[config.mk]
export PLATFORM = sky130hd
export DESIGN_NAME = rd_count_seq
export DESIGN_NICKNAME = d
export VERILOG_FILES = /design/src/rtl/rd_count_seq.sv
export SDC_FILE = /design/constraint.sdc
export NUM_CORES = 1
export LEC_CHECK = 0
export ABC_AREA = 1
export CAP_MARGIN = 20
export CORE_ASPECT_RATIO = 0.7
export CORE_MARGIN = 5
export CORE_UTILIZATION = 25
export CTS_BUF_LIST = sky130_fd_sc_hd__clkbuf_8
export DETAILED_ROUTE_END_ITERATION = 6
export SYNTH_ARGS = -nofsm -noshare
export SYNTH_HDL_FRONTEND = slang
export SYNTH_SLANG_ARGS = --single-unit
[constraint.sdc]
create_clock -name clk -period 1.3 [get_ports clk]
set_input_delay 0.26 -clock clk [delete_from_list [all_inputs] [get_ports clk]]
set_output_delay 0.26 -clock clk [all_outputs]
set_load 0.1 [all_outputs]
[src/rtl/rd_count_seq.sv]
// Sequential popcount: CHUNK bits per cycle, result held until consumed.
// Optional threshold compare enabled by defining RD_COUNT_THRESH_EN.
module rd_count_seq #(
  parameter int WIDTH = 7,
  parameter int CHUNK = 1
) (
  input  logic                         clk,
  input  logic                         rst_n,
  input  logic                         in_valid,
  output logic                         in_ready,
  input  logic [WIDTH-1:0]             in_vec,
  input  logic                         abort,
  output logic                         out_valid,
  input  logic                         out_ready,
  output logic [$clog2(WIDTH+1)-1:0]   count,
  output logic [2:0]                   rd_bits
`ifdef RD_COUNT_THRESH_EN
  ,
  input  logic [$clog2(WIDTH+1)-1:0]   thresh,
  output logic                         ge
`endif
);

  localparam int CW   = $clog2(WIDTH + 1);
  localparam int NCYC = (WIDTH + CHUNK - 1) / CHUNK;
  localparam int NW   = $clog2(NCYC + 1);

  typedef enum logic [1:0] {
    S_IDLE,
    S_ACC,
    S_HOLD
  } state_t;

  state_t          r_state;
  state_t          w_next;
  logic [WIDTH-1:0] r_sh;
  logic [CW-1:0]   r_acc;
  logic [NW-1:0]   r_cnt;
  logic [CW-1:0]   r_count;
  logic [2:0]      r_rd;
  logic [CW-1:0]   w_pop;
  logic [CW-1:0]   w_sum;
  logic [CW+2:0]   w_ext;
  logic            w_last;
  logic            w_accept;
  logic            w_step;

`ifdef RD_COUNT_THRESH_EN
  logic [CW-1:0]   r_thresh;
  logic            r_ge;
  assign ge = r_ge;
`endif

  always_comb begin
    w_pop = '0;
    for (int i = 0; i < CHUNK; i++) begin
      w_pop = w_pop + CW'(r_sh[i]);
    end
  end

  assign w_sum    = r_acc + w_pop;
  assign w_ext    = {3'b000, w_sum};
  assign w_last   = (r_cnt == NW'(1));
  assign w_accept = (r_state == S_IDLE) && in_valid;
  assign w_step   = (r_state == S_ACC) && !abort;
  assign count    = r_count;
  assign rd_bits  = r_rd;

  always_ff @(posedge clk or negedge rst_n) begin
    if (!rst_n) begin
      r_state <= S_IDLE;
    end else begin
      r_state <= w_next;
    end
  end

  always_comb begin
    w_next    = r_state;
    in_ready  = 1'b0;
    out_valid = 1'b0;
    unique case (r_state)
      S_IDLE: begin
        in_ready = 1'b1;
        if (in_valid) w_next = S_ACC;
      end
      S_ACC: begin
        if (abort)       w_next = S_IDLE;
        else if (w_last) w_next = S_HOLD;
      end
      S_HOLD: begin
        out_valid = 1'b1;
        if (out_ready) w_next = S_IDLE;
      end
      default: w_next = S_IDLE;
    endcase
  end

  // Result registers only update on the final chunk, so they keep the
  // last result through IDLE and across aborts.
  always_ff @(posedge clk or negedge rst_n) begin
    if (!rst_n) begin
      r_sh     <= '0;
      r_acc    <= '0;
      r_cnt    <= '0;
      r_count  <= '0;
      r_rd     <= '0;
`ifdef RD_COUNT_THRESH_EN
      r_thresh <= '0;
      r_ge     <= 1'b0;
`endif
    end else if (w_accept) begin
      r_sh     <= in_vec;
      r_acc    <= '0;
      r_cnt    <= NW'(NCYC);
`ifdef RD_COUNT_THRESH_EN
      r_thresh <= thresh;
`endif
    end else if (w_step) begin
      r_sh  <= r_sh >> CHUNK;
      r_acc <= w_sum;
      r_cnt <= r_cnt - NW'(1);
      if (w_last) begin
        r_count <= w_sum;
        r_rd    <= w_ext[2:0];
`ifdef RD_COUNT_THRESH_EN
        r_ge    <= (w_sum >= r_thresh);
`endif
      end
    end
  end

endmodule

==> results.txt, run 1 <==
outcome -> complete, but fails checks
violations in the final reports -> negative setup slack
maximum number of pins on one net before global-route repair -> 20
type of element capturing the critical path -> output pin
height of the chip -> 61.64 um
IO Port Bufs -> 19
routed via count -> 778
worst supply voltage drop on vdd -> 0.8759 mV
die area -> 0.005163 mm2
maximum achievable frequency -> 754.8 MHz
number of design-rule violations left by the first detailed-router iteration -> 26
post-detailed-route wirelength per cell -> 11.57 um
antenna violations before repair -> 0
parity-gate share of the synthesized area counting xor and xnor cells -> 0.9198%
number of detailed-route iterations in the first pass -> 4
clock input transition at the sequential cells of the worst setup and hold paths -> 0.07 ns
HPWL after detailed placement -> 1548 um
synthesis warning total -> 0
number of design rule violations left after detail routing -> 0
Max-Slew Margin vs Limit -> 83.71%
number of primary I/O pins -> 20
highest fanout seen on the critical path -> 3
overall routing resource usage -> 9.165%
antenna cell count -> 0
multiplexer share of the synthesized area -> 0%
count of max-cap constraint violations -> 0
maximum count of clock buffers along a single path -> 2
synthesized-area fraction occupied by and/or/nand/nor cells -> 34.95%
worst skew pair latency -> 0.25 ns
Synth cell types -> 17
first-pass GRT wire length -> 3808 um
post-synthesis register bit count -> 18
Adder-Cell Fraction of Synth Area -> 5.256%
residual antenna-violating net count after detailed routing -> 0
library cell used as clock root buffer -> sky130_fd_sc_hd__clkbuf_8
TritonCTS clock tree -> built
worst clock skew -> 0.002405 ns
post-synthesis compound-gate area fraction -> 1.314%
num rows -> 18
minimum clock period after layout -> 1.325 ns
P_leak -> 0.6587 nW
total grt overflow -> 0
part of the Yosys area used for sequential elements -> 47.31%
critical path required time -> 1.04 ns
final count of negative-setup-slack endpoints -> 1
sum of negative setup slack -> -0.02492 ns
dominant combinational cell family by area after synthesis -> simple AND/OR/NAND/NOR gates
core region area -> 0.003603 mm2
net count of the mapped netlist -> 126
worst setup slack after layout -> -0.02492 ns
area grow syn2layout -> 42.05%
cell count after synthesis -> 110
total standard cell area after synthesis -> 952.2 um2
top cell type by total area after synthesis -> sky130_fd_sc_hd__dfrtp_1
TritonCTS sink count -> 18
nature of the critical path startpoint -> register
final wirelength -> 2094 um
Routability Congestion -> 0.7570
final number of hold-violating endpoints -> 0
via count of the first global-routing pass -> 789
slew at the pin closest to its max-slew limit -> 0.2443 ns
Max Slew Vio Count -> 0
RSZ-0062 raised after global routing -> yes
nets@finish -> 148
post-cts hold buffer count -> 0
deepest level of the CTS H-tree -> 1
final critical-path share of the clock period -> 101.9%
top cell type's share of synthesized area -> 47.31%
Worst Path Arrival -> 1.06 ns
Worst Hold Class -> in -> async
post-layout power -> 3.178 mW
width of the die -> 83.76 um
fraction of layout cells with a size suffix above 1 -> 25.95%
largest cells by area after synthesis -> sky130_fd_sc_hd__dfrtp_1 (47%), sky130_fd_sc_hd__nand2_1 (15%), sky130_fd_sc_hd__nand3_1 (9.5%)
initial core utilization -> 26.42%
number of vias per cell -> 4.298
Critical Setup Path Class -> reg -> out
Avg Synthesized Cell Area -> 8.656 um2
number of buffers inserted during clock tree synthesis -> 3
PD cells -> 2350 mW/mm2
[power breakdown]
part / internal, mW / switching (mW) / total, mW
clock: 0.269 / 0.183 / 0.452
combinational: 0.628 / 1.08 / 1.71
sequential: 0.809 / 0.209 / 1.02
total: 1.71 / 1.47 / 3.18
[critical path, stage by stage (launching register included)]
cell and delay, ns:
sky130_fd_sc_hd__dfrtp_2 0.45, sky130_fd_sc_hd__nor2_4 0.17, sky130_fd_sc_hd__buf_12 0.19
[cells in the final DEF, fill, tap and decap left out, drive strengths merged]
cell,n
clkdlybuf4s50,11
o31ai,1
clkbuf,4
nand4,3
nand2,38
buf,12
dfrtp,18
ha,4
nor2,5
o21ai,1
inv,11
xor2,1
nand3,22
[final timing paths]
kind	slack, ns	cells past startpoint	startpoint	end
setup reg to reg	0.11	5	r_sh[0]	rd_bits[2]
min in group clk	0.51	2	r_sh[6]	r_sh[5]
setup / recovery	-0.02	2	r_state[1]	in_ready
hold / removal	0.35	2	rst_n	rd_bits[0]
max in group asynchronous	0.72	2	rst_n	rd_bits[2]
hold reg to reg	0.51	2	r_sh[6]	r_sh[5]
[metal layers]
metal | vias up | global-route usage (%) | wire length, um
met1 | 356 | 13.81 | 1128
met3 | 0 | 3.743 | 139
li1 | 396 | - | -
met5 | - | 0 | 0
met4 | 0 | 0.6881 | 0
met2 | 26 | 12.57 | 826
[through the flow]
stage                     area [um2]  instances  utilization [%]  setup WS (ns)  hold slack, ns
after floorplan                965.9        110                -        -0.2746        -0.03559
after global placement          1265        176            35.10        -0.1015          0.4811
after detailed placement        1265        176            35.10        -0.1290          0.4890
after CTS                       1338        181            37.12       -0.03437          0.3634
after global routing            1353        181            37.53       -0.06771          0.3993
final                           1353        181            37.53       -0.02492          0.3534
[cells in the mapped netlist]
cell type and n:
sky130_fd_sc_hd__ha_1 4, sky130_fd_sc_hd__buf_4 3, sky130_fd_sc_hd__nor2_4 1, sky130_fd_sc_hd__nand4_1 3, sky130_fd_sc_hd__inv_1 9, sky130_fd_sc_hd__dfrtp_1 18, sky130_fd_sc_hd__inv_2 2, sky130_fd_sc_hd__o21ai_1 1
sky130_fd_sc_hd__nand3_1 18, sky130_fd_sc_hd__nand3_4 1, sky130_fd_sc_hd__buf_6 3, sky130_fd_sc_hd__nand3_2 3, sky130_fd_sc_hd__xor2_1 1, sky130_fd_sc_hd__nand2_4 1, sky130_fd_sc_hd__o31ai_1 1, sky130_fd_sc_hd__nor2_1 4
sky130_fd_sc_hd__nand2_1 37
[sequential cells by signal, summed over array words and instances, names as in the netlist]
register	flops
r_cnt	3
rd_bits	3
r_acc	3
r_state	2
r_sh	7
[cell families after synthesis]
kind of cell / after synthesis
AND/OR/NAND/NOR: 68
XOR/XNOR: 1
buffers and inverters: 17
adder cells (fa/ha/maj): 4
AO/OA/AOI/OAI: 2
flip-flops: 18
[cell type report]
class / count / area, um2
Timing Repair Buffer: 23 / 300.3
Inverter: 11 / 43.79
Clock buffer: 4 / 55.05
Multi-Input combinational cell: 75 / 426.7
Sequential cell: 18 / 464.2
Fill cell: 371 / 2251
Tap cell: 50 / 62.56
[timing repair]
item                                   4_1_cts  5_1_grt
endpoints found under the hold margin        0        0
resized for setup                            4        5
setup endpoints to repair                    2        9
gates cloned                                 0        0
setup buffers                                1        0
pin swaps                                    0        0
Power figures use the tool's default switching activity.
==> run 2: changes to the inputs <==
--- a/config.mk
+++ b/config.mk
@@ -12,6 +12,7 @@
 export CORE_UTILIZATION = 25
 export CTS_BUF_LIST = sky130_fd_sc_hd__clkbuf_8
 export DETAILED_ROUTE_END_ITERATION = 6
+export SKIP_CTS_REPAIR_TIMING = 1
 export SYNTH_ARGS = -nofsm -noshare
 export SYNTH_HDL_FRONTEND = slang
 export SYNTH_SLANG_ARGS = --single-unit
==> run 2 against run 1 <==
Against the previous run:
- the flow still finishes with violations (negative setup slack)
- hold slack worse by 0.0063 ns
- clock-buffer cell count is the same
- maximum frequency decreased by 0.55%
- flip-flop and latch count stayed put
- clock skew up 0.0018 ns
- utilization rose by 0.42 points
- clock power up 1%
- global-route usage is 0.20 points lower
- combinational power is essentially flat
- via count up 0.26%
- non-clock buffer count rose by 2
==> results.txt, run 2 (same netlist as run 1, synthesis figures left out) <==
outcome -> complete, but fails checks
violations in the final reports -> negative setup slack
buffering stage count on the worst path with inverters included -> 1
number of buffers inserted during clock tree synthesis -> 3
Routability Congestion -> 0.7570
total non-filler cell area in the finished layout -> 0.001368 mm2
first-pass GRT wire length -> 3698 um
via count of the first global-routing pass -> 763
most frequent standard cell in the layout excluding fill and tap cells -> sky130_fd_sc_hd__nand2_1
filler cell count in the final layout -> 372
residual antenna-violating net count after detailed routing -> 0
final count of negative-setup-slack endpoints -> 2
library cell used as clock root buffer -> sky130_fd_sc_hd__clkbuf_8
Max Slew Vio Count -> 0
Worst Hold Class -> in -> async
number of primary I/O pins -> 20
overall routing resource usage -> 8.963%
net switching component of the power -> 1.483 mW
height of the chip -> 61.64 um
fraction of layout cells with a size suffix above 1 -> 27.07%
count of max-cap constraint violations -> 0
dominant delay contributor by cell family on the critical path -> flip-flops
antenna cell count -> 0
number of design-rule violations left by the first detailed-router iteration -> 30
HPWL after detailed placement -> 1548 um
maximum number of pins on one net before global-route repair -> 20
total grt overflow -> 0
highest fanout seen on the critical path -> 3
Critical Setup Path Class -> reg -> out
num rows -> 18
final wirelength -> 2116 um
critical path, cell by cell -> nor2_4 -> buf_12
IO Port Bufs -> 19
die area -> 0.005163 mm2
slew at the pin closest to its max-slew limit -> 0.2375 ns
leading cell types in the layout, fill and taps excluded -> sky130_fd_sc_hd__nand2_1 (37), sky130_fd_sc_hd__nand3_1 (17), sky130_fd_sc_hd__dfrtp_1 (13), sky130_fd_sc_hd__clkdlybuf4s50_1 (11)
critical path required time -> 1.04 ns
TritonCTS clock tree -> built
TritonCTS sink count -> 18
number of design rule violations left after detail routing -> 0
maximum achievable frequency -> 750.6 MHz
area after detailed placement -> 0.001265 mm2
antenna violations before repair -> 0
final number of hold-violating endpoints -> 0
worst skew pair latency -> 0.26 ns
deepest level of the CTS H-tree -> 1
nets@finish -> 150
type of element capturing the critical path -> output pin
minimum clock period after layout -> 1.332 ns
initial core utilization -> 26.42%
routed via count -> 780
area grow syn2layout -> 43.63%
final critical-path share of the clock period -> 102.5%
Clock Power Share -> 14.3%
maximum count of clock buffers along a single path -> 2
Worst Path Arrival -> 1.07 ns
worst stage delay on the critical path -> 0.45 ns
nature of the critical path startpoint -> register
P_leak -> 0.6663 nW
Fin Hold WS -> 0.3471 ns
internal power contribution -> 1.720 mW
switching power as a share of total power -> 46.29%
Reg power frac -> 32.1%
RSZ-0062 raised after global routing -> yes
number of detailed-route iterations in the first pass -> 4
Max-Slew Margin vs Limit -> 84.16%
clock input transition at the sequential cells of the worst setup and hold paths -> 0.07 ns
register with the highest flop count -> r_sh
logic gate share of total power -> 53.6%
number of vias per cell -> 4.262
core region area -> 0.003603 mm2
worst supply voltage drop on vdd -> 0.9211 mV
worst setup slack after layout -> -0.03231 ns
worst clock skew -> 0.004171 ns
number of flip-flops under the largest register name -> 7
width of the die -> 83.76 um
slowest stage cell, crit path -> sky130_fd_sc_hd__dfrtp_2
PD cells -> 2342 mW/mm2
post-detailed-route wirelength per cell -> 11.56 um
[run 2: cell types whose count changed in the layout (fill, tap and decap cells not counted)]
cell,before,now
sky130_fd_sc_hd__buf_4,4,6
[run 2: metrics by stage]
step	cells	total power, mW	utilization (%)	setup slack (ns)	TNS (ns)
2_1_floorplan	110	2.199	-	-0.2746	-3.608
3_3_place_gp	176	2.615	35.10	-0.1015	-0.9026
3_5_place_dp	176	2.665	35.10	-0.1290	-1.262
4_1_cts	180	3.129	36.63	-0.09436	-0.1696
5_1_grt	183	3.444	37.95	-0.07580	-0.1091
6_report	183	3.203	37.95	-0.03231	-0.04211
[run 2: path summary, 6_finish.rpt]
path | slack (ns) | cells past startpoint | from | endpoint
worst max-delay path | -0.03 | 2 | r_state[1] | in_ready
worst min-delay path | 0.35 | 2 | rst_n | rd_bits[0]
worst max register to register | 0.10 | 5 | r_state[1] | r_sh[0]
worst min register to register | 0.51 | 2 | r_sh[6] | r_sh[5]
max in group asynchronous | 0.73 | 2 | rst_n | rd_bits[2]
min in group clk | 0.51 | 2 | r_sh[6] | r_sh[5]
[run 2: final cells by class]
cell class	instances	area, um2	share of cell area [%]
Clock buffer	4	55.05	4.026
Multi-Input combinational cell	75	426.7	31.20
Tap cell	50	62.56	4.575
Sequential cell	18	464.2	33.94
Inverter	11	43.79	3.202
Timing Repair Buffer	25	315.3	23.06
[run 2: power groups by stage]
stage	logic, mW	registers (mW)	clock network (mW)
after floorplan	1.11	1.09	0
after global placement	1.60	1.01	0
after detailed placement	1.64	1.02	0
after CTS	1.65	1.01	0.471
after global routing	1.88	1.06	0.503
final	1.72	1.03	0.458
[run 2: routing by layer]
layer / vias to the layer above / track usage [%] / share of wire, %
met5: - / 0 / 0
met4: 0 / 0.6881 / 0
met3: 0 / 3.743 / 7.1
met2: 31 / 12.00 / 38
met1: 348 / 13.66 / 55
li1: 401 / - / -
==> run 3: changes to the inputs <==
--- a/config.mk
+++ b/config.mk
@@ -7,11 +7,11 @@
 export LEC_CHECK = 0
 export ABC_AREA = 1
 export CAP_MARGIN = 20
-export CORE_ASPECT_RATIO = 0.7
 export CORE_MARGIN = 5
-export CORE_UTILIZATION = 25
+export CORE_UTILIZATION = 52
 export CTS_BUF_LIST = sky130_fd_sc_hd__clkbuf_8
 export DETAILED_ROUTE_END_ITERATION = 6
+export PLACE_DENSITY = 0.81
 export SKIP_CTS_REPAIR_TIMING = 1
 export SYNTH_ARGS = -nofsm -noshare
 export SYNTH_HDL_FRONTEND = slang
==> run 3 against run 2 <==
Against the previous run:
- the flow still finishes with violations (negative setup slack)
- sequential share of layout area grew 0.70 points
- global-route usage grew 7.4 points
- power grew 1.1%
- maximum frequency shrank 0.76%
- final cell count shrank 14%
- hold slack lost 0.020 ns
- non-clock buffer count shrank 1
- largest power group unchanged
==> results.txt, run 3 (same netlist as run 1, synthesis figures left out) <==
nature of the critical path startpoint -> register
deepest level of the CTS H-tree -> 1
fraction of layout cells with a size suffix above 1 -> 25.76%
M1 WL -> 858 um
number of design rule violations left after detail routing -> 0
slew at the pin closest to its max-slew limit -> 0.2322 ns
Routability Congestion -> 0.7587
number of primary I/O pins -> 20
register with the highest flop count -> r_sh
residual antenna-violating net count after detailed routing -> 0
worst supply voltage drop on vdd -> 1.464 mV
worst skew pair latency -> 0.25 ns
sum of negative setup slack -> -0.05378 ns
TritonCTS clock tree -> built
number of detailed-route iterations in the first pass -> 4
Fin Hold WS -> 0.3272 ns
final critical-path share of the clock period -> 103.3%
core region area -> 0.001727 mm2
maximum achievable frequency -> 744.8 MHz
Worst Path Arrival -> 1.08 ns
WL met2 -> 1115 um
first-pass GRT wire length -> 3270 um
number of buffers inserted during clock tree synthesis -> 3
RSZ-0062 raised after global routing -> yes
antenna cell count -> 0
Max-Slew Margin vs Limit -> 84.52%
post-layout power -> 3.239 mW
total grt overflow -> 0
Max Slew Vio Count -> 0
Finished Core Util -> 77.61%
IO Port Bufs -> 19
P_leak -> 0.6612 nW
non-filler cells in the finished layout -> 157
Worst Hold Class -> in -> async
post-detailed-route wirelength per cell -> 13.22 um
number of flip-flops under the largest register name -> 7
area grow syn2layout -> 40.74%
nets@finish -> 149
highest fanout seen on the critical path -> 6
area after detailed placement -> 0.001226 mm2
final count of negative-setup-slack endpoints -> 2
most frequent standard cell in the layout excluding fill and tap cells -> sky130_fd_sc_hd__nand2_1
final number of hold-violating endpoints -> 0
num rows -> 15
overall routing resource usage -> 16.33%
number of design-rule violations left by the first detailed-router iteration -> 9
total placed cells including tap cells -> 150
count of max-cap constraint violations -> 0
minimum clock period after layout -> 1.343 ns
filler cell count in the final layout -> 126
worst slack after detailed placement -> -0.1501 ns
total non-filler cell area in the finished layout -> 0.001340 mm2
outcome -> complete, but fails checks
leading cell types in the layout, fill and taps excluded -> sky130_fd_sc_hd__nand2_1 (37), sky130_fd_sc_hd__nand3_1 (17), sky130_fd_sc_hd__dfrtp_1 (13), sky130_fd_sc_hd__clkdlybuf4s50_1 (11), sky130_fd_sc_hd__inv_1 (9)
via count of the first global-routing pass -> 742
worst clock skew -> 0.001761 ns
Critical Setup Path Class -> reg -> out
maximum number of pins on one net before global-route repair -> 20
library cell used as clock root buffer -> sky130_fd_sc_hd__clkbuf_8
clock input transition at the sequential cells of the worst setup and hold paths -> 0.07 ns
critical path required time -> 1.04 ns
TritonCTS sink count -> 18
routed via count -> 797
HPWL after detailed placement -> 1424 um
highest layer used for signal routing -> met4
type of element capturing the critical path -> output pin
final wirelength -> 2075 um
PD cells -> 2417 mW/mm2
number of vias per cell -> 5.076
initial core utilization -> 55.14%
height of the chip -> 52.79 um
violations in the final reports -> negative setup slack
worst setup slack after layout -> -0.04255 ns
width of the die -> 52.79 um
length of routed met3 wiring -> 78 um
antenna violations before repair -> 0
die area -> 0.002787 mm2
maximum count of clock buffers along a single path -> 2
run 3: area by class of cell:
type                       count  area, um2  area share, %
inverter                      11      46.29          3.455
clock buffer                   4      55.05          4.108
tap                           25      31.28          2.334
timing repair buffer          24      307.8          22.97
multi-input combinational     75      435.4          32.49
sequential                    18      464.2          34.64
run 3: metal layers:
| layer | up-vias | GRT usage (%) |
|---|---|---|
| met4 | 0 | 6.383 |
| met2 | 21 | 28.93 |
| met5 | - | 0 |
| li1 | 392 | - |
| met1 | 380 | 18.39 |
| met3 | 4 | 4.274 |
run 3: critical path, stage by stage (launching register included):
cell,delay [ns]
sky130_fd_sc_hd__dfrtp_2,0.49
sky130_fd_sc_hd__nor2_4,0.16
sky130_fd_sc_hd__buf_12,0.18
run 3: worst paths after layout:
path | from | end | slack, ns | cells past startpoint
setup / recovery | r_state[0] | in_ready | -0.04 | 2
setup reg to reg | r_state[0] | r_cnt[2] | 0.06 | 6
hold reg to reg | r_sh[6] | r_sh[5] | 0.51 | 2
hold / removal | rst_n | r_cnt[1] | 0.33 | 2
min in group clk | r_sh[6] | r_sh[5] | 0.51 | 2
max in group asynchronous | rst_n | rd_bits[0] | 0.76 | 2
run 3: power by group:
part           switching [mW]  internal (mW)  leakage [nW]
sequential              0.237          0.809         0.222
clock                   0.188          0.269        0.0288
combinational            1.09          0.650         0.411
